$ cat src/rtl/if_id_stall_ctrl.sv
// PC and IF/ID register owner: applies hazard hold/bubble requests, branch flush, and a stall watchdog.
// Optional STALL_STATS_EN adds free-running stall/flush event counters.
module if_id_stall_ctrl #(
    parameter logic [31:0] RESET_PC  = 32'h0000_0000,
    parameter int          CTRL_W    = 10,
    parameter int          STALL_MAX = 8
) (
    input  logic              clk,
    input  logic              rst_n,
    input  logic              PC_write,
    input  logic              IF_ID_Write,
    input  logic              Control_Select_StallMux,
    input  logic              branch_taken,
    input  logic [31:0]       branch_target,
    input  logic [31:0]       imem_instr,
    input  logic [CTRL_W-1:0] id_ctrl_in,
    output logic [31:0]       pc_out,
    output logic [31:0]       if_id_instr,
    output logic [31:0]       if_id_pc4,
    output logic              if_id_valid,
    output logic [CTRL_W-1:0] id_ctrl_out,
    output logic [1:0]        state,
`ifdef STALL_STATS_EN
    output logic [31:0]       stall_total,
    output logic [31:0]       flush_total,
`endif
    output logic              stall_err
);
    localparam int CNT_W = $clog2(STALL_MAX + 1);
    localparam logic [CNT_W-1:0] CNT_MAX = CNT_W'(STALL_MAX);

    typedef enum logic [1:0] {
        ST_RUN   = 2'b00,
        ST_STALL = 2'b01,
        ST_FLUSH = 2'b10
    } state_t;

    logic [31:0]      pc_q, pc_d;
    logic [31:0]      instr_q, instr_d;
    logic [31:0]      pc4_q, pc4_d;
    logic             valid_q, valid_d;
    logic [CNT_W-1:0] cnt_q, cnt_d;
    logic             err_q, err_d;
    state_t           state_q;
    logic             hold;
    logic [31:0]      pc_plus4;

    assign hold     = PC_write | IF_ID_Write;
    assign pc_plus4 = pc_q + 32'd4;

    always_comb begin
        pc_d    = pc_plus4;
        instr_d = imem_instr;
        pc4_d   = pc_plus4;
        valid_d = 1'b1;
        cnt_d   = '0;
        err_d   = err_q | (cnt_q == CNT_MAX);
        if (branch_taken) begin
            pc_d    = branch_target;
            instr_d = '0;
            pc4_d   = '0;
            valid_d = 1'b0;
        end else begin
            if (PC_write) begin
                pc_d = pc_q;
            end
            if (IF_ID_Write) begin
                instr_d = instr_q;
                pc4_d   = pc4_q;
                valid_d = valid_q;
            end
        end
        // Counter tracks consecutive PC holds and parks at the limit.
        if (PC_write && !branch_taken) begin
            cnt_d = (cnt_q == CNT_MAX) ? cnt_q : cnt_q + 1'b1;
        end
    end

    always_ff @(posedge clk) begin
        if (!rst_n) begin
            pc_q    <= RESET_PC;
            instr_q <= '0;
            pc4_q   <= '0;
            valid_q <= 1'b0;
            cnt_q   <= '0;
            err_q   <= 1'b0;
        end else begin
            pc_q    <= pc_d;
            instr_q <= instr_d;
            pc4_q   <= pc4_d;
            valid_q <= valid_d;
            cnt_q   <= cnt_d;
            err_q   <= err_d;
        end
    end

    // FLUSH always lasts one cycle; a branch seen while flushing does not extend it.
    always_ff @(posedge clk) begin
        if (!rst_n) begin
            state_q <= ST_RUN;
        end else begin
            case (state_q)
                ST_RUN, ST_STALL: begin
                    if (branch_taken)  state_q <= ST_FLUSH;
                    else if (hold)     state_q <= ST_STALL;
                    else               state_q <= ST_RUN;
                end
                ST_FLUSH: state_q <= hold ? ST_STALL : ST_RUN;
                default:  state_q <= ST_RUN;
            endcase
        end
    end

`ifdef STALL_STATS_EN
    logic [31:0] stall_total_q, flush_total_q;

    always_ff @(posedge clk) begin
        if (!rst_n) begin
            stall_total_q <= '0;
            flush_total_q <= '0;
        end else begin
            if (PC_write)     stall_total_q <= stall_total_q + 32'd1;
            if (branch_taken) flush_total_q <= flush_total_q + 32'd1;
        end
    end

    assign stall_total = stall_total_q;
    assign flush_total = flush_total_q;
`endif

    assign pc_out      = pc_q;
    assign if_id_instr = instr_q;
    assign if_id_pc4   = pc4_q;
    assign if_id_valid = valid_q;
    assign state       = state_q;
    assign stall_err   = err_q;
    assign id_ctrl_out = (Control_Select_StallMux || !valid_q) ? '0 : id_ctrl_in;
endmodule

$ cat config.mk
export PLATFORM = sky130hd
export DESIGN_NAME = if_id_stall_ctrl
export DESIGN_NICKNAME = d
export VERILOG_FILES = /design/src/rtl/if_id_stall_ctrl.sv
export SDC_FILE = /design/constraint.sdc
export NUM_CORES = 1
export LEC_CHECK = 0
export ABC_AREA = 1
export CAP_MARGIN = 20
export CORE_MARGIN = 3
export CORE_UTILIZATION = 40
export DETAILED_ROUTE_END_ITERATION = 8
export PLACE_DENSITY = 0.76
export SKIP_LAST_GASP = 1
export SYNTH_ARGS = -nofsm -noshare
export SYNTH_HDL_FRONTEND = slang
export SYNTH_SLANG_ARGS = --single-unit
$ cat constraint.sdc
create_clock -name clk -period 1.5 [get_ports clk]
set_input_delay 0.45 -clock clk [delete_from_list [all_inputs] [get_ports clk]]
set_output_delay 0.45 -clock clk [all_outputs]
set_load 0.1 [all_outputs]
==> summary.md, run 1 <==
| Metric | Value |
|---|---|
| Reg2reg start | pc_out[3] |
| Most used DFF post-synth | dfxtp_1 |
| Final period util | 1.20 |
| H-Tree Depth | 3 |
| Mapped Cells | 740 |
| Cell Chain, Critical Path | dlygate4sd2_1 > or2_4 > nor2_4 > buf_12 |
| Violated checks | setup timing |
| CP Launch Point | Control_Select_StallMux |
| Power, Total | 7.62 mW |
| Internal | 4.92 mW |
| Max Root-Sink Buffers | 2 |
| Clock skew | 12.7 ps |
| Antenna violations before repair | 0 |
| WL final | 17700 µm |
| P per Cell Area | 807 nW/µm² |
| Switching share of power | 0.354 |
| Final Max Tran Viols | 0 |
| Layout cells sized above 1 | 0.355 |
| Hold_ws | 464 ps |
| Asr flop ratio synth | 0 |
| CP Data Required Time | 1050 ps |
| Setup crit end | id_ctrl_out[2] |
| Non-filler cells, final | 1131 |
| Clock-pin slew on the worst setup and hold paths | 80 ps |
| 1st-pass router iterations | 5 |
| Max frequency | 555 MHz |
| Final setup viols | 37 |
| Clk pwr share | 0.306 |
| Die width | 119 µm |
| Starting density of the core | 0.416 |
| CTS tree | done |
| Worst r2r dst | if_id_pc4[26] |
| Detailed Place HPWL | 13000 µm |
| GPL Wtd Cong | 0.913 |
| Unique masters post-synth | 31 |
| DR WL/cell | 15.6 µm |
| # rows | 40 |
| Tightest Hold Check Type | reg2reg |
| Synthesized area | 5100 µm² |
| Sequential Power Share | 0.398 |
| Final Hold Fails | 0 |
| Clk sink count | 104 |
| Critical Path Start Type | input pin |
| DRC Markers | 0 |
| Count leader, synth | nand2_1 |
| Mapped Nets | 823 |
| Vias in the first global route | 5280 |
| Flops & latches, synth | 104 |
| Grt total ovfl | 0 |
| Layout area overhead | 84.9% |
| Overall via count from detail_route | 5581 |
| Worst-Margin Slew | 413 ps |
| Largest stage delay, worst path | 330 ps |
| I/O pin count | 190 |
| Nets | 1041 |
| Min cycle time layout | 1800 ps |
| Main area contributors after synthesis | dfxtp_1 (41%), nand2_1 (15%), nor2_1 (7.0%), inv_1 (6.4%), a21oi_1 (5.7%) |
| Critical path arrival | 1350 ps |
| Yosys top cell by area | dfxtp_1 |
| Initial drt markers | 393 |
| Die height | 119 µm |
| Ys Warns | 0 |
| Relative slew slack | 0.725 |
| Reg2Reg Depth | 10 |
| Max Cap Violations | 0 |
| Yosys top cell area share | 0.408 |
| RSZ-0062 raised after global routing | true |
| Total CTS buffers | 9 |
| Diodes inserted | 0 |
| Crit path max fanout | 5 |
| Worst vdd ir | 0.000511 V |
| R2r setup slk | -90 ps |
| Vias per Instance | 4.93 |
| Sequential element share of the synthesized area | 0.408 |
| Setup crit end kind | primary output |
| Die Area | 14200 µm² |
| Fillers | 802 |
| First-pass GRT wire length | 27400 µm |
| Synth top cells by count | nand2_1 (208), dfxtp_1 (104), nor2_1 (95), inv_1 (87), a21oi_1 (58) |
| Largest net degree at the start of global routing | 44 |
| Post-DRT Antenna Nets | 0 |
| Status | finished, violations left |
| GRT Resource Usage Total | 0.240 |
| Comb pwr share | 0.296 |
| Final WS setup | -301 ps |
| Root Buffer | clkbuf_16 |
| Core Region | 12300 µm² |
| Port Buffer Count | 189 |
| Avg Synthesized Cell Area | 6.90 µm² |
| Pleak | 4.10 nW |
| Clock latency on the worst-skew pair | 350 ps |
| Inst Count DP | 1100 |
| Sw power | 2.70 mW |
| Type of the worst setup path | in2out |
| Number of flops mapped to enable cells by yosys | 0 |
| Slowest-stage cell, CP | or2_4 |
power by group through the flow:
stage / sequential, mW / clock [mW] / combinational, mW
2_1_floorplan: 3.81 / 0 / 0.481
3_3_place_gp: 3.08 / 0 / 2.16
3_5_place_dp: 3.09 / 0 / 2.18
4_1_cts: 3.03 / 2.38 / 2.21
5_1_grt: 3.05 / 2.47 / 2.36
6_report: 3.03 / 2.33 / 2.26
cell families (layout without fill, tap and decap cells):
family | after synthesis | count (layout) | synth area share
AND/OR/NAND/NOR | 368 | 369 | 0.325
adder cells (fa/ha/maj) | 3 | 3 | 0.00735
AO/OA/AOI/OAI | 125 | 125 | 0.133
flip-flops | 104 | 104 | 0.408
XOR/XNOR | 14 | 14 | 0.0314
buffers and inverters | 126 | 348 | 0.0958
worst min-delay path by stage:
stage | depth (start not counted) | start | slack, ps | endpoint
3_3_place_gp | 2 | cnt_q[3] | 450 | cnt_q[3]
4_1_cts | 2 | cnt_q[3] | 460 | cnt_q[3]
3_5_place_dp | 2 | cnt_q[3] | 450 | cnt_q[3]
2_1_floorplan | 2 | cnt_q[3] | 440 | cnt_q[3]
5_1_grt | 2 | if_id_instr[30] | 520 | if_id_instr[30]
6_report | 2 | cnt_q[3] | 460 | cnt_q[3]
metrics by stage:
step,cell area [µm²],worst slack [ps],TNS [ps],util
after floorplan,5360,-445,-5560,-
after global placement,8770,-503,-26180,0.715
after detailed placement,8770,-513,-28230,0.715
after CTS,9120,-349,-3100,0.744
after global routing,9440,-337,-6720,0.770
final,9440,-301,-3720,0.770
registers in the layout, indices dropped and copies added, names as in the netlist:
signal	cells
state	2
stall_err	1
if_id_instr	32
cnt_q	4
if_id_pc4	32
if_id_valid	1
pc_out	32
layout by cell type (no fill, tap or decap), types with 6 or more instances in the layout:
master / Yosys / final
nand2_1: 208 / 169
buf_12: 0 / 117
inv_1: 87 / 82
nor2_1: 95 / 76
clkdlybuf4s50_1: 0 / 75
dfxtp_1: 104 / 74
a21oi_1: 58 / 53
nand2_2: 9 / 46
buf_4: 2 / 40
o21ai_0: 36 / 33
dfxtp_4: 0 / 28
nor2_4: 9 / 23
nand3_1: 24 / 14
o21ai_1: 12 / 13
nor2_2: 5 / 10
a21oi_2: 4 / 9
clkbuf_16: 0 / 9
nand3_2: 0 / 8
inv_2: 4 / 7
a31oi_1: 7 / 7
nand2_4: 4 / 6
xor2_2: 5 / 6
a22o_1: 6 / 6
timing repair:
| action | CTS | global route |
|---|---|---|
| cloned | 1 | 0 |
| pin swaps | 18 | 40 |
| resized for setup | 9 | 71 |
| setup buffers | 4 | 10 |
| setup endpoints to repair | 24 | 54 |
| hold buffers | 0 | 0 |
layout make-up:
cell class,instances,area (µm²),area share
clock buffers,9,225,0.0239
clock inverters,7,73.8,0.00782
inverters,91,347,0.0367
multi-input cells,511,2910,0.308
flip-flops and latches,104,2190,0.232
well taps,168,210,0.0223
repair buffers,241,3480,0.369
per-layer routing:
metal  up-vias  track usage  part of all wire
li1       2733            -                 -
met3        29       0.0518             0.075
met5         -            0                 0
met1      2592        0.297              0.40
met4         0       0.0594             0.017
met2       227        0.423              0.51
critical path, delay by kind of cell:
kind	cells	cell delay, ps
buffers and inverters	2	440
and+or+nand+nor	2	460
Power figures use the tool's default switching activity.
==> run 2, diff against run 1 <==
--- a/config.mk
+++ b/config.mk
@@ -9,6 +9,7 @@
 export CAP_MARGIN = 20
 export CORE_MARGIN = 3
 export CORE_UTILIZATION = 40
+export CTS_CLUSTER_SIZE = 8
 export DETAILED_ROUTE_END_ITERATION = 8
 export PLACE_DENSITY = 0.76
 export SKIP_LAST_GASP = 1
==> results of run 2 <==
The final DEF is identical to that of run 1; final timing and power are the same.
